## src/rtl/cook_power_sequencer.sv

```systemverilog
// Cook-cycle sequencer: start/pause/resume/cancel control, magnetron duty cycling
// over a window of 1 Hz ticks, countdown-counter handshake and completion beeps.
module cook_power_sequencer #(
    parameter int unsigned WINDOW     = 10,
    parameter int unsigned BEEP_COUNT = 3
) (
    input  logic       clock,
    input  logic       clearn,
    input  logic       tick_1hz,
    input  logic       startn,
    input  logic       stopn,
    input  logic       door_closed,
    input  logic       timer_zero,
    input  logic       power_we,
    input  logic [3:0] power_in,
    output logic       mag_on,
    output logic       count_en,
    output logic       timer_clr,
    output logic       beep,
    output logic [3:0] power_level,
    output logic [1:0] state
);

    localparam int unsigned PHASE_W    = (WINDOW > 1) ? $clog2(WINDOW) : 1;
    localparam int unsigned BEEP_LIMIT = 2 * BEEP_COUNT;
    localparam int unsigned BEEP_W     = $clog2(BEEP_LIMIT + 1);
    localparam int unsigned CMP_W      = (PHASE_W > 4) ? PHASE_W : 4;

    typedef enum logic [1:0] {
        ST_IDLE  = 2'd0,
        ST_COOK  = 2'd1,
        ST_PAUSE = 2'd2,
        ST_DONE  = 2'd3
    } state_t;

    state_t              state_q, state_d;
    logic [PHASE_W-1:0]  phase_q, phase_d;
    logic [BEEP_W-1:0]   beep_cnt_q, beep_cnt_d;
    logic [3:0]          power_q, power_d;
    logic                clr_q, clr_d;
    logic                start_prev_q, stop_prev_q;

    logic                start_ev_c;
    logic                stop_ev_c;
    logic [3:0]          power_clamped_c;

    assign start_ev_c      = start_prev_q & ~startn;
    assign stop_ev_c       = stop_prev_q & ~stopn;
    // Out-of-range requests fall back to full power.
    assign power_clamped_c = ((power_in == 4'd0) || (power_in > 4'd10)) ? 4'd10 : power_in;

    // State and datapath registers
    always_ff @(posedge clock or negedge clearn) begin
        if (!clearn) begin
            state_q      <= ST_IDLE;
            phase_q      <= '0;
            beep_cnt_q   <= '0;
            power_q      <= 4'd10;
            clr_q        <= 1'b0;
            start_prev_q <= 1'b1;
            stop_prev_q  <= 1'b1;
        end else begin
            state_q      <= state_d;
            phase_q      <= phase_d;
            beep_cnt_q   <= beep_cnt_d;
            power_q      <= power_d;
            clr_q        <= clr_d;
            start_prev_q <= startn;
            stop_prev_q  <= stopn;
        end
    end

    // Next-state and next-datapath logic; stop always outranks start
    always_comb begin
        state_d    = state_q;
        phase_d    = phase_q;
        beep_cnt_d = beep_cnt_q;
        power_d    = power_q;
        clr_d      = 1'b0;

        case (state_q)
            ST_IDLE: begin
                if (power_we) begin
                    power_d = power_clamped_c;
                end
                if (stop_ev_c) begin
                    clr_d = 1'b1;
                end else if (start_ev_c && door_closed && !timer_zero) begin
                    state_d = ST_COOK;
                    phase_d = '0;
                end
            end

            ST_COOK: begin
                if (timer_zero) begin
                    state_d    = ST_DONE;
                    beep_cnt_d = '0;
                end else if (!door_closed || stop_ev_c) begin
                    // A tick landing on the pause edge is dropped so resume is exact.
                    state_d = ST_PAUSE;
                end else if (tick_1hz) begin
                    if (phase_q == PHASE_W'(WINDOW - 1)) begin
                        phase_d = '0;
                    end else begin
                        phase_d = phase_q + PHASE_W'(1);
                    end
                end
            end

            ST_PAUSE: begin
                if (power_we) begin
                    power_d = power_clamped_c;
                end
                if (stop_ev_c) begin
                    state_d = ST_IDLE;
                    clr_d   = 1'b1;
                end else if (start_ev_c && door_closed) begin
                    state_d = ST_COOK;
                end
            end

            ST_DONE: begin
                if (stop_ev_c || !door_closed) begin
                    state_d = ST_IDLE;
                end else if (beep_cnt_q >= BEEP_W'(BEEP_LIMIT)) begin
                    state_d = ST_IDLE;
                end else if (tick_1hz) begin
                    beep_cnt_d = beep_cnt_q + BEEP_W'(1);
                end
            end

            default: begin
                state_d = ST_IDLE;
            end
        endcase
    end

    // Magnetron and counter enables follow state directly so door/reset act at once.
    assign mag_on      = (state_q == ST_COOK) && door_closed &&
                         (CMP_W'(phase_q) < CMP_W'(power_q));
    assign count_en    = (state_q == ST_COOK);
    assign beep        = (state_q == ST_DONE) && (beep_cnt_q < BEEP_W'(BEEP_LIMIT)) &&
                         !beep_cnt_q[0];
    assign timer_clr   = clr_q;
    assign power_level = power_q;
    assign state       = state_q;

endmodule

```

## config.mk

```make
export PLATFORM = sky130hd
export DESIGN_NAME = cook_power_sequencer
export DESIGN_NICKNAME = d
export VERILOG_FILES = /design/src/rtl/cook_power_sequencer.sv
export SDC_FILE = /design/constraint.sdc
export NUM_CORES = 1
export LEC_CHECK = 0
export CORE_UTILIZATION = 39
export DETAILED_ROUTE_END_ITERATION = 16
export GPL_TIMING_DRIVEN = 0
export PLACE_DENSITY = 0.69
export SYNTH_ARGS = -nofsm -noshare
export SYNTH_HDL_FRONTEND = slang
export SYNTH_SLANG_ARGS = --single-unit
```

## constraint.sdc

```tcl
create_clock -name clock -period 4.9 [get_ports clock]
set_input_delay 0.98 -clock clock [delete_from_list [all_inputs] [get_ports clock]]
set_output_delay 0.98 -clock clock [all_outputs]
set_load 0.1 [all_outputs]
```

# Yosys cells after proc, flatten, opt, wreduce, memory -nomap -nowiden
# Cells that the tools add are included.
[totals] reg_bits=16 out_inout_bits=10 mem_bits_ro=0 mem_bits_rw=0 memories=0 latch_bits=0
[classes] n_shift=0 addsub=2 mul=0 bitwise_logic=4 n_reduce_logical=20 magnitude_cmp=4 div_mod_pow=0 eq_ne=16 mux=24
[ops] operator="two-way mux 4 bit" count=7
[ops] operator="inequality test 2 bit, second input constant" count=9
[ops] operator="two-way mux 2 bit" count=8
[ops] operator="two-way mux 3 bit" count=4
[ops] operator="AND reduction 5 bit" count=2
[ops] operator="one-hot mux 2 bit (4 select lines)" count=1
[ops] operator="one-hot mux 4 bit (2 select lines)" count=1
[ops] operator="logical AND 1 bit" count=6
[ops] operator="inequality test 3 bit, second input constant" count=2
[ops] operator="one-hot mux 3 bit (2 select lines)" count=1
[ops] operator="AND reduction 6 bit" count=1
[ops] operator="adder 4 x 1 -> 4 bit, second input constant" count=1
[ops] operator="equality test 2 bit, second input constant" count=2
[ops] operator="equality test 4 bit, second input constant" count=1
[ops] operator="> comparator 4 bit, second input constant" count=1
[ops] operator="zero test 4 bit" count=1
[ops] operator="less-than comparator 4 bit" count=1
[ops] operator="nonzero test 2 bit" count=2
[ops] operator="adder 3 x 1 -> 3 bit, second input constant" count=1
[ops] operator=">= comparator 3 bit, second input constant" count=1
[ops] operator="zero test 1 bit" count=3
[ops] operator="less-than comparator 3 bit, second input constant" count=1
[ops] operator="inequality test 3 x 2 -> 1 bit, second input constant" count=1
[ops] operator="bitwise AND 1 bit" count=2
[ops] operator="other kinds (7)" count=10

# Logic depth before layout (Yosys ltp)
# Gate-level depths: netlist (run 1).
[depth] word_depth=7 depth_mapped=6 mapped_depth_nobuf=6

# Least setup slack after synthesis (run 1)
# No wires, ideal clock.
[synth_timing] kind="reg-to-output" from="register power_q[1] (netlist: power_level[1])" to="output mag_on" path_slack_ns=0.082 path_stages_with_launch=6 t_arrival_ns=3.838 n_path_buf=0 path_cell_list="dfstp_2 > inv_1 > ha_1 > a21o_1 > a21o_1 > a211oi_1"
[synth_via] elab_chain_cells=2
[synth_lines] item="start, declared" line_no="39" source="logic [3:0] power_q, power_d;"
[synth_lines] item="start signal, assigned" line_no="66" source="power_q <= power_d;"
[synth_lines] item="less-than comparator 4 bit" line_no="140" source="(CMP_W'(phase_q) < CMP_W'(power_q));"
[synth_lines] item="logical AND 1 bit" line_no="139" source="assign mag_on = (state_q == ST_COOK) && door_closed &&"
[synth_lines] item="end, declared" line_no="16" source="output logic mag_on,"
# No other way between the ends.

# Worst setup path after layout (run 1)
[layout_timing] from="input door_closed" to="output mag_on"
[layout_via] elab_chain_cells=2
[layout_lines] item="start, declared" line_no="12" source="input logic door_closed,"
[layout_lines] item="logical AND 1 bit (2 in a row)" line_no="139"
# No other way between the ends.

==> results.md, run 1 <==
* Number of antenna diodes at 0
* Top area cells in the synthesized netlist: sky130_fd_sc_hd__dfrtp_1 (31%), sky130_fd_sc_hd__dfstp_2 (11%), sky130_fd_sc_hd__ha_1 (6.5%)
* Largest vdd supply drop at ~0.00036 V
* Combinational share of power at 0.607
* Placer congestion estimate at 0.8640
* Estimated wirelength of the detail-placed design at ~1.6 mm
* Buffers and inverters on the worst path at 2
* Share of final-layout standard cells stronger than drive strength 1 at 0.09375
* Final worst setup slack at around 0.75 ns
* Post-synthesis sequential area ratio at 0.4186
* Global-route wire length before repair at roughly 3.4 mm
* Source of the worst register-to-register timing path: beep_cnt_q[0]
* Outcome: finished, final reports clean
* Max-slew violation count at 0
* Core occupancy in the finished layout at 0.5432
* Top cells by count, synth: sky130_fd_sc_hd__dfrtp_1 (12), sky130_fd_sc_hd__inv_1 (9), sky130_fd_sc_hd__nand2_1 (8), sky130_fd_sc_hd__o21ai_0 (7), sky130_fd_sc_hd__a21oi_1 (6)
* Headroom to the max-slew limit at 0.3546
* Initial core utilization at 0.4255
* Switching Power at 0.3772 mW
* Share of the synthesized area in the top cell type at 0.3101
* Die X at about 52 um
* Type of the worst setup path: in -> out
* HP Class: reg -> reg
* Overall overflow remaining after global route at 0
* Final hold vios at 0
* Antenna violations before repair at 0
* Biggest fanout along the worst timing path at 6
* Worst Hold Slack at between 0.5 and 0.6 ns
* Number of iterations in the first detailed-routing pass at 4
* Maximum capacitance violations at 0
* Family with the most delay on the worst path: buffers and inverters
* Total area of multi-input combinational cells at ~520 um^2
* Warnings from Yosys at 0
* TritonCTS clock tree: built
* Total number of clock tree sinks at 16
* Part of the total power dissipated in sequential elements at 0.296
* H-tree depth at 1
* Async set-reset flop share out of synthesis at 1.000
* Post-synthesis instance total at between 100 and 150
* Place WS at between 0.7 and 0.8 ns
* Achievable clock frequency at around 0.24 GHz
* Number of nets still failing antenna checks after routing at 0
* Post-detailed-route via-to-cell ratio at ~5.5
* Area of the die at ~2700 um^2
* Clock Path Buffers at 2
* Number of gates on the worst path with buffers counted at 4
* Syn Std Cell Area at slightly below 1000 um^2
* Filler Cells Inserted at roughly 210
* Critical Path Start Type: input port
* Final Setup Violations at 0
* Tot GR Track Use at 0.1691
* Total power per unit cell area at 562.1 nW/um^2
* Overall routed net length at around 2 mm
* Register clock-pin slew on the reported worst setup and hold paths at roughly 0.09 ns
* Post-Route Skew at around 0.0048 ns
* Nets in the synthesized netlist at between 100 and 150
* Most instantiated flip-flop cell in the synthesis netlist: sky130_fd_sc_hd__dfrtp_1
* Sequential cell area at just over 400 um^2
* Post-synthesis sequential element count at 16
* Signal arrival time at the worst endpoint at approximately 3.2 ns
* I/O pins at 22
* Most used cell along the critical path: sky130_fd_sc_hd__clkdlybuf4s50_1
* Leakage power of the design at between 0.5 and 0.6 nW
* Post-route fraction of the period consumed by the critical path at 0.8475
* DRC violation count after routing at 0
* Number of rows in the core area at 17
* Pint at around 0.32 mW
* Sort of element at the end of the critical path: primary output
* Total number of nets in the final design at ~150
* Worst stage delay on the critical path at 1.18 ns
* Share of total power in the clock network at 0.097
* Number of gates given a new drive strength after cts at 0
* Final sum of negative setup slack at 0 ns
* Crit-path slowest cell: sky130_fd_sc_hd__clkdlybuf4s50_1
* Core region area at between 2000 and 2500 um^2
* # port buffers at 21
* Drt first-iter violations at 5
* Slew at the pin closest to its max-slew limit at just under 1 ns
* Pin count of the biggest net entering global routing at 17
* Number of synthesized flops with an enable pin at 0
* Yosys cell types at 39
* Cell at the root of the clock tree: sky130_fd_sc_hd__clkbuf_4
* Worst Hold End: power_level[2]
* Cell accounting for the most synthesized area: sky130_fd_sc_hd__dfrtp_1
* Fin crit period at about 4.2 ns
* Number of cells traversed by the worst hold path at 2
* Syn-to-layout area delta at 27.65%
* Y dimension of the die at around 52 um
* Clock Latency Late Sink at ~0.28 ns
* Mean Syn Cell Area at 9.312 um^2
* Path depth of the worst reg2reg path at 6
* Via count of the first global-routing pass at 811
* Reg-to-reg setup timing slack at ~3.2 ns
* Critical path cell sequence: clkdlybuf4s50_1 -> nand3b_1 -> a211oi_1 -> clkdlybuf4s50_1
* Post-cts hold buffer count at 0
* TritonCTS Buffers at 3
* Total setup buffers inserted after CTS at 0
* Most common cell in the synthesized netlist: sky130_fd_sc_hd__dfrtp_1
* Terminus of the critical flop-to-flop path: beep_cnt_q[0]
* Switching fraction of total power at 0.5428
* Post-detailed-route wirelength per cell at between 10 and 15 um
* Setup repair after global routing missed its margin: no
* Data required time of the worst path at slightly below 4 ns
* Routed via count at 853
* Start point of the worst hold path: power_level[2]
-- metrics by stage --
step / area (um^2) / power, mW / std cells
after floorplan: 968.4 / 0.5302 / 104
after global placement: 1214 / 0.6262 / 153
after detailed placement: 1214 / 0.6320 / 153
after CTS: 1236 / 0.7018 / 156
after global routing: 1236 / 0.7404 / 156
final: 1236 / 0.6949 / 156
-- area by class of cell --
class	count	area share
multi-input cells	76	0.4180
inverters	9	0.02733
flip-flops and latches	16	0.3279
well taps	28	0.02834
plain buffers	3	0.01012
clock buffers	3	0.01822
repair buffers	21	0.1700
-- placed cells by master, fill, tap and decap left out, types with 2 or more instances in the layout --
master,instances
sky130_fd_sc_hd__ha_1,5
sky130_fd_sc_hd__clkbuf_4,3
sky130_fd_sc_hd__and2_1,2
sky130_fd_sc_hd__o211ai_1,3
sky130_fd_sc_hd__dfrtp_1,12
sky130_fd_sc_hd__clkdlybuf4s50_1,21
sky130_fd_sc_hd__nand2b_1,5
sky130_fd_sc_hd__and3b_1,2
sky130_fd_sc_hd__nor3_1,4
sky130_fd_sc_hd__dfstp_2,4
sky130_fd_sc_hd__nand4_1,2
sky130_fd_sc_hd__o21ai_1,3
sky130_fd_sc_hd__nor2_1,3
sky130_fd_sc_hd__o21ai_0,7
sky130_fd_sc_hd__clkbuf_1,2
sky130_fd_sc_hd__a21oi_1,6
sky130_fd_sc_hd__inv_1,9
sky130_fd_sc_hd__nand2_1,8
sky130_fd_sc_hd__a41oi_1,2
sky130_fd_sc_hd__a21o_1,2
sky130_fd_sc_hd__nor2b_1,2
sky130_fd_sc_hd__o31ai_1,2
-- cell families (layout without fill, tap and decap cells) --
| group | after synthesis | after routing | synth area share |
|---|---|---|---|
| fa+ha+maj | 5 | 5 | 0.06460 |
| flops | 16 | 16 | 0.4186 |
| buf+inv | 12 | 36 | 0.04780 |
| compound gates | 34 | 34 | 0.2403 |
| simple gates | 36 | 36 | 0.2196 |
| xor+xnor | 1 | 1 | 0.009046 |
-- worst max path at each step --
stage | from | to | slack, ns
6_report | door_closed | mag_on | 0.75
2_1_floorplan | power_level[1] | mag_on | 0.08
4_1_cts | door_closed | mag_on | 0.75
3_3_place_gp | door_closed | mag_on | 0.78
3_5_place_dp | door_closed | mag_on | 0.74
5_1_grt | door_closed | mag_on | 0.65
-- sequential cells by signal, summed over array words and instances (netlist names) --
register,cells
power_level,4
stop_prev_q,1
state,2
start_prev_q,1
phase_q,4
beep_cnt_q,3
timer_clr,1
-- power groups by stage --
stage	Clock, mW	Combinational (mW)	Sequential [mW]
6_report	0.0674	0.422	0.206
5_1_grt	0.0786	0.451	0.211
4_1_cts	0.0707	0.425	0.206
3_5_place_dp	0	0.424	0.208
3_3_place_gp	0	0.419	0.207
2_1_floorplan	0	0.187	0.343
-- per-layer routing --
metal / part of all wire / global-route usage / routed length [um] / vias to the layer above
met3: 0.040 / 0.02924 / 80 / 2
met5: 0 / 0 / 0 / -
met1: 0.47 / 0.2228 / 950 / 402
met2: 0.48 / 0.2671 / 971 / 17
li1: - / - / - / 432
met4: 0.0055 / 0.07658 / 11 / 0
-- worst register-to-register path, cell delays in order, from the launching register on --
cell	delay (ns)
sky130_fd_sc_hd__dfrtp_1	0.42
sky130_fd_sc_hd__inv_1	0.07
sky130_fd_sc_hd__ha_1	0.20
sky130_fd_sc_hd__o21ai_1	0.20
sky130_fd_sc_hd__nand4_2	0.20
sky130_fd_sc_hd__or2_0	0.27
sky130_fd_sc_hd__a32o_1	0.25
Note: power is estimated with default switching activity, not from simulation.
==> run 2: changes to the inputs <==
Clock period 4.9 ns to 4 ns, I/O delays scaled along.
==> run 2 against run 1 <==
Net effect: combinational power increased by 23%; sequential share of layout area decreased by 0.49 points; via count increased by 2.1%; final area increased by 1.5%; sequential cell count unchanged; clock power increased by 57%; utilization increased by 0.82 points; die area unchanged; critical path depth unchanged; clock-buffer cell count increased by 1; register-to-register slack got worse by 0.93 ns; hold slack got worse by 0.012 ns; highest routed layer unchanged.
==> results.md, run 2 (synthesized netlist as in run 1, its figures left out) <==
* Post-detailed-route wirelength per cell at approximately 13 um
* Total setup buffers inserted after CTS at 0
* Worst Hold Slack at between 0.5 and 0.6 ns
* Biggest fanout along the worst timing path at 6
* Sort of element at the end of the critical path: primary output
* Post-route fraction of the period consumed by the critical path at 0.9363
* Placer congestion estimate at 0.8181
* Filler Cells Inserted at about 200
* Overall routed net length at 2.047 mm
* Core occupancy in the finished layout at 0.5514
* Via count of the first global-routing pass at between 800 and 900
* Estimated wirelength of the detail-placed design at between 1.5 and 2 mm
* Drt first-iter violations at 24
* H-tree depth at 1
* Tot GR Track Use at 0.1806
* Max-slew violation count at 0
* Part of the total power dissipated in sequential elements at 0.286
* Number of gates given a new drive strength after cts at 0
* Share of final-layout standard cells stronger than drive strength 1 at 0.1085
* Maximum capacitance violations at 0
* Overall overflow remaining after global route at 0
* Placed inst area at about 1200 um^2
* Initial core utilization at 0.4255
* Leading cell type in the layout, fill and taps excluded: sky130_fd_sc_hd__clkdlybuf4s50_1
* Critical Path Start Type: input port
* Switching Power at 0.4665 mW
* Routed via count at 871
* Type of the worst setup path: in -> out
* Power after layout at 0.8779 mW
* Clock Path Buffers at 2
* Number of antenna diodes at 0
* Achievable clock frequency at around 0.27 GHz
* Combinational share of power at 0.594
* Final worst setup slack at approximately 0.25 ns
* Leakage power of the design at about 0.54 nW
* Area of the die at 2686 um^2
* Post-Route Skew at between 0.005 and 0.006 ns
* Number of iterations in the first detailed-routing pass at 4
* Die X at 51.83 um
* Reg-to-reg setup timing slack at approximately 2.3 ns
* Number of non-filler instances in the completed layout at about 160
* Non-Filler Cell Area, Final at ~1300 um^2
* Global-route wire length before repair at ~3.6 mm
* Clock Latency Late Sink at 0.28 ns
* HP Class: reg -> reg
* Core region area at around 2300 um^2
* Place WS at around 0.26 ns
* Total number of clock tree sinks at 16
* Antenna violations before repair at 0
* Total number of nets in the final design at about 150
* # port buffers at 21
* Final hold vios at 0
* Path depth of the worst reg2reg path at 6
* Headroom to the max-slew limit at 0.3525
* Final sum of negative setup slack at 0 ns
* Terminus of the critical flop-to-flop path: beep_cnt_q[0]
* TritonCTS clock tree: built
* Final Setup Violations at 0
* Largest vdd supply drop at approximately 0.00043 V
* Slew at the pin closest to its max-slew limit at 0.9683 ns
* Number of nets still failing antenna checks after routing at 0
* Source of the worst register-to-register timing path: beep_cnt_q[0]
* Share of total power in the clock network at 0.121
* Outcome: finished, final reports clean
* Y dimension of the die at 51.83 um
* Setup repair after global routing missed its margin: no
* DRC violation count after routing at 0
* Switching fraction of total power at 0.5314
* Number of placed cells counting well taps at between 150 and 200
* Total power per unit cell area at around 700 nW/um^2
* Pint at between 0.4 and 0.5 mW
* Fin crit period at 3.745 ns
* Register clock-pin slew on the reported worst setup and hold paths at 0.10 ns
* Data required time of the worst path at between 3 and 4 ns
* TritonCTS Buffers at 3
* Cell at the root of the clock tree: sky130_fd_sc_hd__clkbuf_4
* Most frequent cells in the layout: sky130_fd_sc_hd__clkdlybuf4s50_1 (21), sky130_fd_sc_hd__dfrtp_1 (12), sky130_fd_sc_hd__inv_1 (9), sky130_fd_sc_hd__nand2_1 (8), sky130_fd_sc_hd__o21ai_0 (7)
* I/O pins at 22
* Pin count of the biggest net entering global routing at 17
* Start point of the worst hold path: power_level[3]
* Number of rows in the core area at 17
* Number of cells traversed by the worst hold path at 2
* Post-detailed-route via-to-cell ratio at approximately 5.5
* Worst Hold End: power_level[3]
* Signal arrival time at the worst endpoint at a little under 3 ns
* Syn-to-layout area delta at 29.59%
* Post-cts hold buffer count at 0
[run 2: area by class of cell]
type                    instances  area [um^2]  share of cell area
multi-input cells              76        521.8              0.4158
flip-flops and latches         16        405.4              0.3230
repair buffers                 21        210.2              0.1675
clock buffers                   4        36.28             0.02891
well taps                      28        35.03             0.02792
inverters                       9        33.78             0.02692
plain buffers                   3        12.51            0.009970
[run 2: power by group through the flow]
stage               logic (mW)  registers [mW]  clock network (mW)
global placement         0.516           0.253                   0
finish                   0.521           0.251               0.106
floorplan                0.232           0.421                   0
detailed placement       0.522           0.255                   0
global route             0.556           0.259               0.117
CTS                      0.524           0.252               0.112
[run 2: worst max-delay path, cell delays in order]
cell,delay (ns)
sky130_fd_sc_hd__clkdlybuf4s50_1,0.60
sky130_fd_sc_hd__nand3b_1,0.17
sky130_fd_sc_hd__a211oi_2,0.22
sky130_fd_sc_hd__clkdlybuf4s50_1,1.15
[run 2: routing by layer]
metal  part of all wire  wire [um]  up-vias  global-route usage
met3              0.040         81        2             0.02632
met1               0.47        958      406              0.2302
met4             0.0049         10        0             0.07207
met5                  0          0        -                   0
li1                   -          -      436                   -
met2               0.49        995       27              0.3034
[run 2: worst max path at each step]
stage	start	endpoint	slack, ns	cells past startpoint
floorplan	power_level[1]	mag_on	0.32	5
global placement	door_closed	mag_on	0.27	4
detailed placement	door_closed	mag_on	0.26	4
CTS	door_closed	mag_on	0.25	4
global route	door_closed	mag_on	0.19	4
finish	door_closed	mag_on	0.25	4
